--- src/rtl/pipe_pkg.sv ---
// Shared definitions for the reusable pipeline stage register: FSM encodings,
// the default payload width and the field layout of the packed stage payload.
package pipe_pkg;

    typedef enum logic [1:0] {
        ST_EMPTY = 2'd0,
        ST_ONE   = 2'd1,
        ST_TWO   = 2'd2
    } stage_state_t;

    localparam int PC_W    = 32;
    localparam int INSTR_W = 32;
    localparam int ALU_W   = 32;
    localparam int WREG_W  = 5;
    localparam int CTRL_W  = 4;

    localparam int DEFAULT_DATA_W = PC_W + INSTR_W + ALU_W + WREG_W + CTRL_W;

    // Payload packing, LSB first: control, WriteReg, ALUOut, Instr, PC.
    localparam int CTRL_LSB  = 0;
    localparam int WREG_LSB  = CTRL_LSB + CTRL_W;
    localparam int ALU_LSB   = WREG_LSB + WREG_W;
    localparam int INSTR_LSB = ALU_LSB + ALU_W;
    localparam int PC_LSB    = INSTR_LSB + INSTR_W;

endpackage

--- src/rtl/pipe_perf_cnt.sv ---
// Single performance counter; SATURATE selects hold-at-all-ones instead of
// wrapping modulo 2^CNT_W.
module pipe_perf_cnt #(
    parameter int CNT_W    = 32,
    parameter bit SATURATE = 1'b0
) (
    input  logic             clk,
    input  logic             reset,
    input  logic             inc,
    output logic [CNT_W-1:0] cnt
);

    always_ff @(posedge clk) begin
        if (reset) begin
            cnt <= '0;
        end else if (inc) begin
            if (!SATURATE || (cnt != {CNT_W{1'b1}})) begin
                cnt <= cnt + 1'b1;
            end
        end
    end

endmodule

--- src/rtl/pipe_stage_reg.sv ---
// Pipeline stage register with valid/ready handshake, a 2-entry skid buffer
// behind a registered in_ready, synchronous flush and perf counters.
module pipe_stage_reg
    import pipe_pkg::*;
#(
    parameter int DATA_W         = DEFAULT_DATA_W,
    parameter bit CLEAR_ON_FLUSH = 1'b1,
    parameter int CNT_W          = 32
) (
    input  logic              clk,
    input  logic              reset,
    input  logic              flush,
    input  logic              in_valid,
    output logic              in_ready,
    input  logic [DATA_W-1:0] in_data,
    output logic              out_valid,
    input  logic              out_ready,
    output logic [DATA_W-1:0] out_data,
    output logic [CNT_W-1:0]  cnt_xfer,
    output logic [CNT_W-1:0]  cnt_stall
);

    stage_state_t      state;
    stage_state_t      next_state;
    logic [DATA_W-1:0] main_d;
    logic [DATA_W-1:0] skid_d;
    logic              acc;
    logic              drn;
    logic              load_main_in;
    logic              load_main_skid;
    logic              load_skid_in;

    assign out_valid = (state != ST_EMPTY);
    assign out_data  = main_d;
    assign acc       = in_valid & in_ready;
    assign drn       = out_valid & out_ready;

    always_comb begin
        next_state     = state;
        load_main_in   = 1'b0;
        load_main_skid = 1'b0;
        load_skid_in   = 1'b0;
        unique case (state)
            ST_EMPTY: begin
                if (acc) begin
                    next_state   = ST_ONE;
                    load_main_in = 1'b1;
                end
            end
            ST_ONE: begin
                if (acc && drn) begin
                    load_main_in = 1'b1;
                end else if (acc) begin
                    next_state   = ST_TWO;
                    load_skid_in = 1'b1;
                end else if (drn) begin
                    next_state = ST_EMPTY;
                end
            end
            ST_TWO: begin
                // in_ready is low here, so only a drain can move the FSM.
                if (drn) begin
                    next_state     = ST_ONE;
                    load_main_skid = 1'b1;
                end
            end
            default: next_state = ST_EMPTY;
        endcase
    end

    always_ff @(posedge clk) begin
        if (reset) begin
            state    <= ST_EMPTY;
            in_ready <= 1'b1;
            main_d   <= '0;
            skid_d   <= '0;
        end else if (flush) begin
            state    <= ST_EMPTY;
            in_ready <= 1'b1;
            if (CLEAR_ON_FLUSH) begin
                main_d <= '0;
                skid_d <= '0;
            end
        end else begin
            state    <= next_state;
            in_ready <= (next_state != ST_TWO);
            if (load_main_in) begin
                main_d <= in_data;
            end else if (load_main_skid) begin
                main_d <= skid_d;
            end
            if (load_skid_in) begin
                skid_d <= in_data;
            end
        end
    end

    // A drain in a flush cycle still counts: downstream really took the entry.
    pipe_perf_cnt #(
        .CNT_W   (CNT_W),
        .SATURATE(1'b0)
    ) u_cnt_xfer (
        .clk  (clk),
        .reset(reset),
        .inc  (drn),
        .cnt  (cnt_xfer)
    );

    pipe_perf_cnt #(
        .CNT_W   (CNT_W),
        .SATURATE(1'b1)
    ) u_cnt_stall (
        .clk  (clk),
        .reset(reset),
        .inc  (out_valid & ~out_ready),
        .cnt  (cnt_stall)
    );

endmodule

--- config.mk ---
export PLATFORM = sky130hd
export DESIGN_NAME = pipe_stage_reg
export DESIGN_NICKNAME = d
export VERILOG_FILES = /design/src/rtl/pipe_pkg.sv /design/src/rtl/pipe_perf_cnt.sv /design/src/rtl/pipe_stage_reg.sv
export SDC_FILE = /design/constraint.sdc
export NUM_CORES = 1
export LEC_CHECK = 0
export CORE_MARGIN = 2
export CORE_UTILIZATION = 45
export CTS_CLUSTER_DIAMETER = 200
export CTS_CLUSTER_SIZE = 20
export DETAILED_ROUTE_END_ITERATION = 6
export GPL_TIMING_DRIVEN = 0
export MAX_ROUTING_LAYER = met4
export PLACE_DENSITY = 0.86
export SETUP_SLACK_MARGIN = 0.05
export SYNTH_ARGS = -nofsm -noshare
export SYNTH_HDL_FRONTEND = slang
export SYNTH_HIERARCHICAL = 1
export SYNTH_SLANG_ARGS = --single-unit
--- constraint.sdc ---
create_clock -name clk -period 2.1 [get_ports clk]
set_input_delay 0.21 -clock clk [delete_from_list [all_inputs] [get_ports clk]]
set_output_delay 0.21 -clock clk [all_outputs]
set_load 0.02 [all_outputs]
==> impl_metrics.yaml, run 1 <==
global_route:
  grt_overflow: 0
  grtUsageTotal: 0.257
  grt_pass1_wl_microns: 55100
  grt_pass1_vias: 11000
  antenna_found_initial: 1
  grt_max_degree: 21
sta:
  min_period_ns: 2.13
  period_share: 1.01
  clock_skew_ns: 0.0153
  fin_ws_ns: -0.0276
  maxSlewViolCount: 0
  setup_violations: 1
  rsz0062_at_grt: "yes"
  worst_pin_slew_ns: 0.714
  hold_violations: 0
  fmax_mhz: 470
  max_slew_margin: 0.524
place:
  gp_congestion: 0.906
  place_inst: 2056
  port-buffer-count: 280
  dpl.hpwl_microns: 25600
detailed_routing:
  drt-total-wl_microns: 36100
  highest_layer: "met4"
  wire_per_inst_microns: 17.2
  drt_iter0_drc: 1028
  routed_via_density: 5.65
  wl_met1_microns: 14100
  num_vias: 11900
  wl_met2_microns: 17700
  ant_nets: 0
  drt_pass1_iterations: 5
  wl_met3_microns: 3100
  drc: 0
critical_path:
  start_kind: "flip-flop"
  required_ns: 2.52
  slowest_stage: "or4_1"
  worstPathCellList: "or2_4 -> nor2b_4 -> buf_6 -> nand4_1 -> nor3_2 -> buf_4 -> nand4_1 -> or4_1 -> a21oi_1"
  path_class: "flip-flop to flip-flop"
  critPathCaptureType: "flip-flop"
  cp_data_arrival_time_ns: 2.55
  crit_fanout: 6
  slowest_delay_ns: 0.51
  path_common_cell: "nand4_1"
floorplan:
  ios: 281
  die_w_microns: 165
  die-area_sq_um: 27300
  rows: 58
  dieHeight_microns: 165
  floorplan.initialDensity: 0.462
  coreArea_sq_um: 25300
logic_synthesis:
  synth-main-ff-cell: "dfxtp_1"
  ys_ff_latch: 277
  ys_seq_area_frac: 0.474
  synth.avg_cell_area_sq_um: 8.09
  syn_inst: 1446
  yosys_warnings: 6
  synth_nets: 1558
  ys_types: 59
  synthesis.area_sq_um: 11700
  synth-async-reset-ratio: 0
  synth_edf_count: 0
final_layout:
  final_cell_count_no_fill: 2099
  area_growth_pct: 35.4
  fillCellCount: 2100
  layout.nets: 1879
  drive_gt1_frac: 0.115
  fin_util: 0.625
clock_network:
  numCtsBuffers: 17
  cts-root-buf: "clkbuf_16"
  clkTransAtPathRegs_ns: 0.09
  ctsLongestPathBuffers: 3
  clock_sinks: 277
  clk_latency_ns: 0.50
  cts_tree: "done"
  cts_max_level: 1
power_and_ir_drop:
  p_leak_nw: 5.35
  p_total_mw: 9.91
  peakVddDrop_uv: 504
  power_density_nw_per_um2: 626
run_status:
  outcome: "complete, but fails checks"
  violations: "setup timing"
worst_hold_path:
  hold_path.class: "primary input to flip-flop"
flow_run:
  max_cap_violations: 0
## power breakdown
part           switching, mW  total [mW]  internal [mW]
Combinational          0.730        1.26          0.535
Clock                   1.77        3.23           1.46
Sequential            0.0667        5.42           5.35
Total                   2.56        9.91           7.35
## critical path, delay by kind of cell (launching register included)
family / cells / cell delay, ns
buffers and inverters: 2 / 0.26
flip-flops: 1 / 0.38
AND/OR/NAND/NOR: 6 / 1.29
AO/OA/AOI/OAI: 1 / 0.13
## layout make-up
cell class / instances / area, sq um / share of cell area
diodes: 2 / 5.00 / 0.000316
plain buffers: 115 / 587 / 0.0371
clock inverters: 2 / 13.8 / 0.000870
flip-flops and latches: 277 / 5580 / 0.352
repair buffers: 302 / 2990 / 0.189
well taps: 330 / 413 / 0.0261
inverters: 9 / 33.8 / 0.00213
multi-input cells: 1045 / 5780 / 0.365
clock buffers: 17 / 425 / 0.0269
## flip-flops by register name (all words and copies together) (netlist names)
name             count
in_ready             1
out_data           105
skid_d             105
state                2
u_cnt_stall/cnt     32
u_cnt_xfer/cnt      32
## metal layers
metal,global-route usage,vias to the layer above
li1,-,5644
met1,0.298,5632
met2,0.440,502
met3,0.0577,82
met4,0.0846,0
met5,-,-
## path summary, 6_finish.rpt
| kind | from | end | slack, ns | cells after the start |
|---|---|---|---|---|
| worst min register to register | skid_d[11] | skid_d[11] | 0.46 | 2 |
| worst max-delay path | state[0] | u_cnt_stall/cnt[29] | -0.03 | 9 |
| worst min-delay path | in_data[77] | skid_d[77] | 0.27 | 3 |
| worst max register to register | state[0] | u_cnt_stall/cnt[29] | -0.03 | 9 |
## Yosys cell counts, drive strengths merged (12+ instances only)
cell / number / area [sq um]
mux2: 12 / 135
a311oi: 105 / 1040
nand4: 20 / 146
nand2: 446 / 1680
dfxtp: 277 / 5550
nor2: 139 / 532
a21oi: 141 / 706
or3: 13 / 81.3
or4: 23 / 176
clkbuf: 51 / 191
o21ai: 14 / 73.8
o31ai: 22 / 165
nor2b: 13 / 83.8
nand3: 21 / 105
buf: 64 / 354
nor3: 12 / 65.1
## cell usage in the layout (no fill, tap or decap), drive strengths merged, types with 13 or more instances in the layout
cell type      count
a21oi            141
a311oi           105
buf               88
clkbuf            66
clkdlybuf4s50    280
dfxtp            277
nand2            446
nand3             21
nand4             20
nor2             139
nor2b             13
o21ai             14
o31ai             22
or3               13
or4               23
## cells by family (layout without fill, tap and decap cells)
kind of cell    after synthesis  after routing  share of synthesized area
simple gates                726            726                      0.274
compound gates              288            288                      0.176
flops                       277            277                      0.474
buf+inv                     124            445                     0.0496
mux                          15             15                     0.0141
xor+xnor                     14             14                     0.0105
fa+ha+maj                     2              2                    0.00214
other cells                   0              2                          0
## metrics by stage
stage | hold slack, ns | worst slack (ns) | area (sq um) | setup TNS (ns)
floorplan | 0.292 | 0.0661 | 11700 | 0
global placement | 0.442 | -0.677 | 14900 | -95.09
detailed placement | 0.447 | -0.744 | 14900 | -98.92
CTS | 0.250 | 0.0228 | 15500 | 0
global route | 0.273 | -0.139 | 15800 | -0.835
finish | 0.270 | -0.0276 | 15800 | -0.0276
## timing repair
item                                    in CTS  in global routing
gates resized for setup                     25                 65
hold buffers                                 0                  0
setup buffers                                9                 13
pin swaps                                    6                 18
endpoints found under the hold margin        0                  0
endpoints found under the setup margin      81                116
cloned                                       0                  0
(Power assumes the default switching activity.)
==> inputs of run 2 (changes only) <==
CTS_CLUSTER_DIAMETER = default   (was 200)
==> run 2 against run 1 <==
The run still ends with setup timing left. Core utilization grew 1.9 points. Worst hold slack lost 0.031 ns. Global-route usage grew 0.49 points. Routed wire length grew 3.4%. Sequential power is essentially flat. Register-to-register slack lost 0.04 ns. Clock-buffer cell count grew 28. Power grew 20%. Critical path depth is the same. Die area is the same. Maximum frequency shrank 1.8%. Largest cell class unchanged. Highest routed layer unchanged.
==> impl_metrics.yaml, run 2 (synthesized netlist as in run 1, its figures left out) <==
run_status:
  outcome: "complete, but fails checks"
  violations: "setup timing"
final_layout:
  layout_common_cells: "nand2_1, clkdlybuf4s50_1, dfxtp_1, a21oi_1, nor2_1"
  fin_util: 0.644
  layout.nets: 1890
  drive_gt1_frac: 0.128
  final_common_cell: "nand2_1"
  area_growth_pct: 39.5
  fillCellCount: 2026
detailed_routing:
  drt_iter0_drc: 1190
  num_vias: 12100
  wire_per_inst_microns: 17.5
  drt-total-wl_microns: 37400
  drt_pass1_iterations: 6
  drc: 0
  ant_nets: 0
  routed_via_density: 5.68
global_route:
  grtUsageTotal: 0.262
  grt_pass1_vias: 11200
  grt_overflow: 0
  grt_pass1_wl_microns: 56100
  antenna_found_initial: 1
  grt_max_degree: 15
sta:
  period_share: 1.03
  whs_ns: 0.240
  hold_violations: 0
  max_slew_margin: 0.535
  min_period_ns: 2.17
  fmax_mhz: 461
  worst_pin_slew_ns: 0.697
  clock_skew_ns: 0.0140
  setup_tns_ns: -0.194
  maxSlewViolCount: 0
  rsz0062_at_grt: "yes"
  setup_violations: 5
  fin_ws_ns: -0.0675
place:
  gp_congestion: 0.906
  port-buffer-count: 280
  dpl.hpwl_microns: 25600
  pre_cts_ws_ns: -0.744
power_and_ir_drop:
  power_density_nw_per_um2: 727
  peakVddDrop_uv: 557
  p_leak_nw: 5.56
critical_path:
  required_ns: 2.56
  cp_data_arrival_time_ns: 2.63
  start_kind: "flip-flop"
  critPathCaptureType: "flip-flop"
  ff2ff_path_depth: 9
  r2r-end: "u_cnt_stall/cnt[19]"
  crit_fanout: 5
  reg2reg_slack_ns: -0.07
  path_class: "flip-flop to flip-flop"
  r2r-start: "state[0]"
floorplan:
  ios: 281
  rows: 58
  die_w_microns: 165
  coreArea_sq_um: 25300
  dieHeight_microns: 165
  die-area_sq_um: 27300
  floorplan.initialDensity: 0.462
clock_network:
  clkTransAtPathRegs_ns: 0.07
  cts_tree: "done"
  ctsLongestPathBuffers: 3
  cts_max_level: 1
  clock_sinks: 277
  postCtsHoldBufs: 0
  cts-root-buf: "clkbuf_16"
  clk_latency_ns: 0.54
  numCtsBuffers: 29
worst_hold_path:
  min_from: "in_data[81]"
  hold_path_end: "skid_d[81]"
  hold_path.class: "primary input to flip-flop"
  min_path_cells: 3
flow_run:
  max_cap_violations: 0
-- run 2: cell count changes in the layout (fill, tap and decap cells not counted), moves of 3 or more --
cell	previous run	this run
clkbuf_16	17	29
clkbuf_8	0	11
clkinv_2	1	6
buf_6	14	10
clkbuf_1	45	49
dfxtp_1	259	262
dfxtp_2	14	11
mux2_4	7	4
-- run 2: stage by stage --
step	instances	total power, mW	area, sq um
after floorplan	1446	6.15	11700
final	2131	11.9	16300
after global placement	2056	6.76	14900
after CTS	2117	11.9	16000
after global routing	2131	12.2	16300
after detailed placement	2056	6.79	14900
-- run 2: power by group --
group / total [mW] / internal, mW / switching, mW / leakage, nW
Clock: 5.15 / 3.04 / 2.11 / 0.484
Sequential: 5.42 / 5.36 / 0.0670 / 2.25
Combinational: 1.28 / 0.537 / 0.743 / 2.82
-- run 2: metal layers --
metal	global-route usage	share of wire
met4	0.0877	0.037
met5	-	0
met2	0.450	0.48
met1	0.301	0.39
met3	0.0609	0.090
-- run 2: final cells by class --
type,instances,area [sq um],share of cell area
buffer,114,577,0.0354
inverter,9,33.8,0.00207
tap,330,413,0.0253
multi-input combinational,1045,5770,0.354
antenna,1,2.50,0.000153
clock buffer,45,896,0.0549
sequential,277,5570,0.342
clock inverter,8,68.8,0.00422
timing repair buffer,302,2970,0.182
-- run 2: worst max-delay path, cell delays in order, from the launching register on --
cell	delay, ns
dfxtp_4	0.35
or2_4	0.12
nor2b_4	0.14
buf_6	0.11
nand4_1	0.13
nor3_2	0.31
nand2_2	0.15
buf_6	0.15
or4_4	0.48
a21oi_2	0.14
-- run 2: worst max path at each step --
stage / from / to / cells past startpoint
6_report: state[0] / u_cnt_stall/cnt[19] / 9
5_1_grt: state[0] / u_cnt_stall/cnt[19] / 9
3_3_place_gp: out_ready / u_cnt_xfer/cnt[30] / 8
2_1_floorplan: state[1] / u_cnt_stall/cnt[19] / 9
4_1_cts: u_cnt_xfer/cnt[8] / u_cnt_xfer/cnt[31] / 5
3_5_place_dp: out_ready / u_cnt_xfer/cnt[26] / 8
-- run 2: what timing repair did --
item	CTS	global route
gates cloned	0	1
hold endpoints to repair	0	0
resized for setup	20	56
setup buffers	8	13
endpoints found under the setup margin	74	123
pin swaps	7	17
